<file path="src/rtl/sat_accum_bank_if.sv">
// Request/result bundle for the saturating accumulator bank.
// The master side issues requests and accepts results; the slave side is the bank.
interface sat_accum_bank_if #(
  parameter int WIDTH = 14,
  parameter int CH_W  = 3
);
  logic                    in_valid;
  logic                    in_ready;
  logic [CH_W-1:0]         in_ch;
  logic signed [WIDTH-1:0] in_delta;
  logic                    in_sub;
  logic                    in_clr;

  logic                    out_valid;
  logic                    out_ready;
  logic [CH_W-1:0]         out_ch;
  logic signed [WIDTH-1:0] out_value;
  logic                    out_sat;
  logic                    out_err;

  modport master (
    output in_valid, in_ch, in_delta, in_sub, in_clr, out_ready,
    input  in_ready, out_valid, out_ch, out_value, out_sat, out_err
  );

  modport slave (
    input  in_valid, in_ch, in_delta, in_sub, in_clr, out_ready,
    output in_ready, out_valid, out_ch, out_value, out_sat, out_err
  );
endinterface

</file>
<file path="src/rtl/sat_accum_bank.sv">
// Multi-channel signed accumulator bank with programmable clamp window and sticky saturation flags.
// One-cycle latency through a single output register; in_ready drops while a result is stalled.
module sat_accum_bank #(
  parameter int WIDTH    = 14,
  parameter int CHANNELS = 8,
  parameter int CH_W     = 3,
  parameter int CNT_W    = 16
) (
  input  logic                    clk,
  input  logic                    rst_n,
  sat_accum_bank_if.slave         bus,
  input  logic signed [WIDTH-1:0] lim_hi,
  input  logic signed [WIDTH-1:0] lim_lo,
  input  logic                    flag_clr,
  output logic [CHANNELS-1:0]     sat_flags,
  output logic [CNT_W-1:0]        sat_count
);

  localparam logic [CH_W:0] CH_LIMIT = (CH_W + 1)'(CHANNELS);

  logic signed [WIDTH-1:0] acc [CHANNELS];

  logic                    accept;
  logic                    ch_ok;
  logic                    sat;
  logic                    sat_evt;
  logic signed [WIDTH-1:0] cur;
  logic signed [WIDTH-1:0] res;
  logic signed [WIDTH:0]   a_ext;
  logic signed [WIDTH:0]   d_ext;
  logic signed [WIDTH:0]   hi_ext;
  logic signed [WIDTH:0]   lo_ext;
  logic signed [WIDTH:0]   r;
  logic [CHANNELS-1:0]     flags_nxt;
  logic [CNT_W-1:0]        cnt_nxt;

  assign bus.in_ready = !bus.out_valid || bus.out_ready;
  assign accept       = bus.in_valid && bus.in_ready;
  assign ch_ok        = {1'b0, bus.in_ch} < CH_LIMIT;
  assign sat_evt      = accept && ch_ok && sat;

  always_comb begin
    cur = '0;
    for (int i = 0; i < CHANNELS; i++) begin
      if (bus.in_ch == CH_W'(i)) cur = acc[i];
    end

    // One extra bit of headroom makes the sum exact, so the clamp sees the true value.
    a_ext  = {cur[WIDTH-1], cur};
    d_ext  = {bus.in_delta[WIDTH-1], bus.in_delta};
    hi_ext = {lim_hi[WIDTH-1], lim_hi};
    lo_ext = {lim_lo[WIDTH-1], lim_lo};

    if (bus.in_clr)      r = '0;
    else if (bus.in_sub) r = a_ext - d_ext;
    else                 r = a_ext + d_ext;

    // Upper bound wins, so an inverted window still resolves deterministically.
    if (r > hi_ext) begin
      res = lim_hi;
      sat = 1'b1;
    end else if (r < lo_ext) begin
      res = lim_lo;
      sat = 1'b1;
    end else begin
      res = r[WIDTH-1:0];
      sat = 1'b0;
    end
  end

  // A clear in the same cycle as an event lands first, so the event survives.
  always_comb begin
    flags_nxt = flag_clr ? '0 : sat_flags;
    cnt_nxt   = flag_clr ? '0 : sat_count;
    if (sat_evt) begin
      for (int i = 0; i < CHANNELS; i++) begin
        if (bus.in_ch == CH_W'(i)) flags_nxt[i] = 1'b1;
      end
      if (cnt_nxt != '1) cnt_nxt = cnt_nxt + 1'b1;
    end
  end

  always_ff @(posedge clk or negedge rst_n) begin
    if (!rst_n) begin
      for (int i = 0; i < CHANNELS; i++) acc[i] <= '0;
    end else if (accept && ch_ok) begin
      for (int i = 0; i < CHANNELS; i++) begin
        if (bus.in_ch == CH_W'(i)) acc[i] <= res;
      end
    end
  end

  always_ff @(posedge clk or negedge rst_n) begin
    if (!rst_n) begin
      sat_flags <= '0;
      sat_count <= '0;
    end else begin
      sat_flags <= flags_nxt;
      sat_count <= cnt_nxt;
    end
  end

  always_ff @(posedge clk or negedge rst_n) begin
    if (!rst_n) begin
      bus.out_valid <= 1'b0;
      bus.out_ch    <= '0;
      bus.out_value <= '0;
      bus.out_sat   <= 1'b0;
      bus.out_err   <= 1'b0;
    end else if (accept) begin
      bus.out_valid <= 1'b1;
      bus.out_ch    <= bus.in_ch;
      bus.out_value <= ch_ok ? res : '0;
      bus.out_sat   <= ch_ok && sat;
      bus.out_err   <= !ch_ok;
    end else if (bus.out_ready) begin
      bus.out_valid <= 1'b0;
    end
  end

endmodule

</file>
<file path="src/flat_wrapper.sv">
// flat-port wrapper written by rule: the top's interface ports become plain ports
module sat_accum_bank_flat 
#(
  parameter int WIDTH    = 14,
  parameter int CHANNELS = 8,
  parameter int CH_W     = 3,
  parameter int CNT_W    = 16
)
  (clk, rst_n, lim_hi, lim_lo, flag_clr, sat_flags, sat_count, bus_in_valid, bus_in_ch, bus_in_delta, bus_in_sub, bus_in_clr, bus_out_ready, bus_in_ready, bus_out_valid, bus_out_ch, bus_out_value, bus_out_sat, bus_out_err);
  sat_accum_bank_if #(.WIDTH(WIDTH), .CH_W(CH_W)) bus_i ();
  input  logic clk;
  input  logic rst_n;
  input  logic signed [WIDTH-1:0] lim_hi;
  input  logic signed [WIDTH-1:0] lim_lo;
  input  logic flag_clr;
  output logic [CHANNELS-1:0] sat_flags;
  output logic [CNT_W-1:0] sat_count;
  input wire logic [$bits(bus_i.in_valid)-1:0] bus_in_valid;
  input wire logic [$bits(bus_i.in_ch)-1:0] bus_in_ch;
  input wire logic [$bits(bus_i.in_delta)-1:0] bus_in_delta;
  input wire logic [$bits(bus_i.in_sub)-1:0] bus_in_sub;
  input wire logic [$bits(bus_i.in_clr)-1:0] bus_in_clr;
  input wire logic [$bits(bus_i.out_ready)-1:0] bus_out_ready;
  output wire logic [$bits(bus_i.in_ready)-1:0] bus_in_ready;
  output wire logic [$bits(bus_i.out_valid)-1:0] bus_out_valid;
  output wire logic [$bits(bus_i.out_ch)-1:0] bus_out_ch;
  output wire logic [$bits(bus_i.out_value)-1:0] bus_out_value;
  output wire logic [$bits(bus_i.out_sat)-1:0] bus_out_sat;
  output wire logic [$bits(bus_i.out_err)-1:0] bus_out_err;
  assign bus_i.in_valid = bus_in_valid;
  assign bus_i.in_ch = bus_in_ch;
  assign bus_i.in_delta = bus_in_delta;
  assign bus_i.in_sub = bus_in_sub;
  assign bus_i.in_clr = bus_in_clr;
  assign bus_i.out_ready = bus_out_ready;
  assign bus_in_ready = bus_i.in_ready;
  assign bus_out_valid = bus_i.out_valid;
  assign bus_out_ch = bus_i.out_ch;
  assign bus_out_value = bus_i.out_value;
  assign bus_out_sat = bus_i.out_sat;
  assign bus_out_err = bus_i.out_err;
  sat_accum_bank #(.WIDTH(WIDTH), .CHANNELS(CHANNELS), .CH_W(CH_W), .CNT_W(CNT_W)) u_core (.clk(clk), .rst_n(rst_n), .bus(bus_i), .lim_hi(lim_hi), .lim_lo(lim_lo), .flag_clr(flag_clr), .sat_flags(sat_flags), .sat_count(sat_count));
endmodule
</file>
<file path="config.mk">
export PLATFORM = sky130hd
export DESIGN_NAME = sat_accum_bank_flat
export DESIGN_NICKNAME = d
export VERILOG_FILES = /design/src/rtl/sat_accum_bank_if.sv /design/src/rtl/sat_accum_bank.sv /design/src/flat_wrapper.sv
export SDC_FILE = /design/constraint.sdc
export NUM_CORES = 1
export LEC_CHECK = 0
export CORE_MARGIN = 10
export CORE_UTILIZATION = 35
export CTS_CLUSTER_SIZE = 24
export DETAILED_ROUTE_END_ITERATION = 8
export PLACE_DENSITY = 0.53
export REMOVE_ABC_BUFFERS = 1
export SYNTH_ARGS = -nofsm -noshare
export SYNTH_HDL_FRONTEND = slang
export SYNTH_SLANG_ARGS = --single-unit
</file>
<file path="constraint.sdc">
create_clock -name clk -period 12.98 [get_ports clk]
set_input_delay 2.596 -clock clk [delete_from_list [all_inputs] [get_ports clk]]
set_output_delay 2.596 -clock clk [all_outputs]
set_load 0.02 [all_outputs]
</file>
==> flow_summary.ini <==
[yosys]
yosys-top-cells-area = dfrtp_1 (42%), nand2_1 (6.5%), ha_1 (6.1%), mux2_2 (6.1%), o21ai_0 (5.5%)
syn_area_um2 = 9306
synth_cells = 1013
ys_top_cells_by_count = nand2_1 (161), dfrtp_1 (155), o21ai_0 (103)
async_flop_share_pct = 100.0
syn_area_per_cell_um2 = 9.187
yosys.cell_types.count = 70
yosys.cell_count.top_type = nand2_1
synth_edf_count = 0
ys_seq_elements = 155
synth_top_area_share_pct = 41.68
synth_ff_type = dfrtp_1
yosysWarnings = 0
synth.yosys.seq_area_share_pct = 41.68
synth_top_area_cell = dfrtp_1

[routing]
post-route-drc-count = 0
routed_via_density = 5.428
post_drt_wl_per_cell_um = 19.10
dr.pass1.iters = 5
final_antenna_net_count = 0
vias = 7751
finalWirelength_um = 27270
drtIter0Drc = 561

[place]
placedCellCount = 1397
io_buffers = 95
gp_congestion = 0.8720
post-dp-hpwl_um = 19340

[floorplanning]
ios = 97
die_y_um = 183.1
die_area_um2 = 33510
die_w_um = 183.1
core_area_um2 = 26130
row_count = 59
start_util_pct = 35.61

[critical_path]
worstSetupStartpointType = input port
worstPathArrival_ps = 9420
startpoint = bus_in_ch[1]
crit_path_max_fanout = 29
required_ps = 13250
crit_type = input port to flip-flop
end_kind = flip-flop
r2r_start = u_core.acc[42]$_DFFE_PN0P_

[cts]
path_clk_slew_ps = 60
cts-root-buf = clkbuf_16
insertion_delay_ps = 430
h-tree-depth = 4
cts_buffers = 17
cts_tree = built
cts_resized = 0
clock-sinks = 155
clk_path_buf_depth = 2
cts_hold_buf = 0
cts_setup_buffers = 0

[hold_path]
min_from = u_core.acc[70]$_DFFE_PN0P_
hp-class = flip-flop to flip-flop

[cells_and_area]
final_cells = 1428
syn_to_final_growth_pct = 19.66
drive_gt1_share_pct = 11.62
layout.nets = 1179
antennaDiodeCount = 0

[timing]
hold_violations = 0
period_minus_slack_ps = 9150
finalSetupViolCount = 0
fmax_ghz = 0.1093
worst_clock_skew_ps = 16.47
tns_ps = 0
drv_slew = 0
finalCritPeriodShare_pct = 70.49
slew_headroom_pct = 35.64
holdWs_ps = 478.7
rsz0062_at_grt = no
tightest_slew_ps = 962.6

[grt]
grt_max_degree = 99
grt_pass1_wl_um = 43660
grt_usage_pct = 16.30
antenna_found_initial = 0
grt_pass1_vias = 7840
gr-total-overflow = 0

[pwr]
max-vdd-ir-drop_mv = 0.1218
cellLeakagePower_nw = 4.848
p_per_area_nw_per_um2 = 227.9

[run_status]
outcome = finished clean

[flow_run]
cap_violations = 0
-- state kept, by name, indices dropped and copies added (netlist names) --
name	count
u_core.bus.out_value	14
u_core.acc	112
u_core.bus.out_sat	1
u_core.sat_flags	8
u_core.bus.out_ch	3
u_core.sat_count	16
u_core.bus.out_valid	1
-- area by class of cell --
class,instances,area [µm²]
multi-input cells,755,5027
fillers,2634,15000
well taps,335,419.2
repair buffers,106,1025
clock inverters,14,187.7
inverters,46,172.7
clock buffers,17,425.4
flip-flops and latches,155,3879
-- cells in the final DEF (no fill, tap or decap), types with 15 or more instances in the layout --
cell               n
a22o_1            18
clkdlybuf4s50_1   92
nor2_1            56
dfrtp_1          155
nand2_1          161
clkbuf_16         17
mux2_2            50
o21ai_0          103
nand3_1           20
mux2i_1           17
a21oi_1           49
nand4_1           15
nor3_1            19
inv_1             45
ha_1              45
xnor2_1           21
-- power by group --
part | switching [mW] | internal (mW) | total (mW)
sequential | 0.107 | 0.685 | 0.792
combinational | 0.763 | 0.457 | 1.22
clock | 0.218 | 0.307 | 0.525
total | 1.09 | 1.45 | 2.54
-- cell families (layout without fill, tap and decap cells) --
family | count (synthesis) | in the layout | share of synthesized area (%)
simple gates | 336 | 336 | 16.64
fa+ha+maj | 46 | 46 | 6.265
other cells | 1 | 1 | 0.04029
flops | 155 | 155 | 41.68
compound gates | 278 | 278 | 19.82
xor+xnor | 22 | 22 | 2.071
mux | 72 | 72 | 9.088
buf+inv | 103 | 183 | 4.396
-- stage by stage --
step	util (%)	setup WS [ps]	area, µm²	power [mW]
3_3_place_gp	40.27	3473	10520	2.009
2_1_floorplan	-	4776	9070	1.583
3_5_place_dp	40.27	3387	10520	2.018
4_1_cts	42.61	3822	11140	2.552
5_1_grt	42.61	3308	11140	2.727
6_report	42.61	3830	11140	2.537
-- critical path, stage by stage --
cell             delay (ps)
clkdlybuf4s50_1         460
buf_4                   350
nor2b_1                 220
nand2_1                 380
o21a_1                  320
a21oi_1                 140
ha_1                    190
inv_1                    50
fa_1                    410
a211oi_1                320
o21ai_0                 270
a31o_2                  270
a211o_1                 330
and3_1                  230
ha_1                    300
a21o_1                  180
a2111oi_0               410
o22ai_1                 260
or2_1                   520
mux2_2                  360
o21ai_1                 630
o21ai_0                 170
-- worst paths after layout --
path,depth (start not counted),slack (ps),endpoint
setup / recovery,22,3830,u_core.acc[102]$_DFFE_PN0P_
hold / removal,2,480,u_core.acc[70]$_DFFE_PN0P_
setup reg to reg,22,6770,u_core.acc[102]$_DFFE_PN0P_
hold reg to reg,2,480,u_core.acc[70]$_DFFE_PN0P_
max in group asynchronous,2,9390,u_core.acc[37]$_DFFE_PN0P_
min in group asynchronous,1,2250,u_core.bus.out_value[8]$_DFFE_PN0P_
-- layer usage --
| layer | track usage [%] | wire length, µm |
|---|---|---|
| met3 | 3.676 | 1458 |
| met4 | 4.164 | 325 |
| met1 | 22.50 | 13190 |
| met2 | 25.26 | 12300 |
| met5 | 0 | 0 |
No activity file was read; power rests on OpenSTA's default activity.
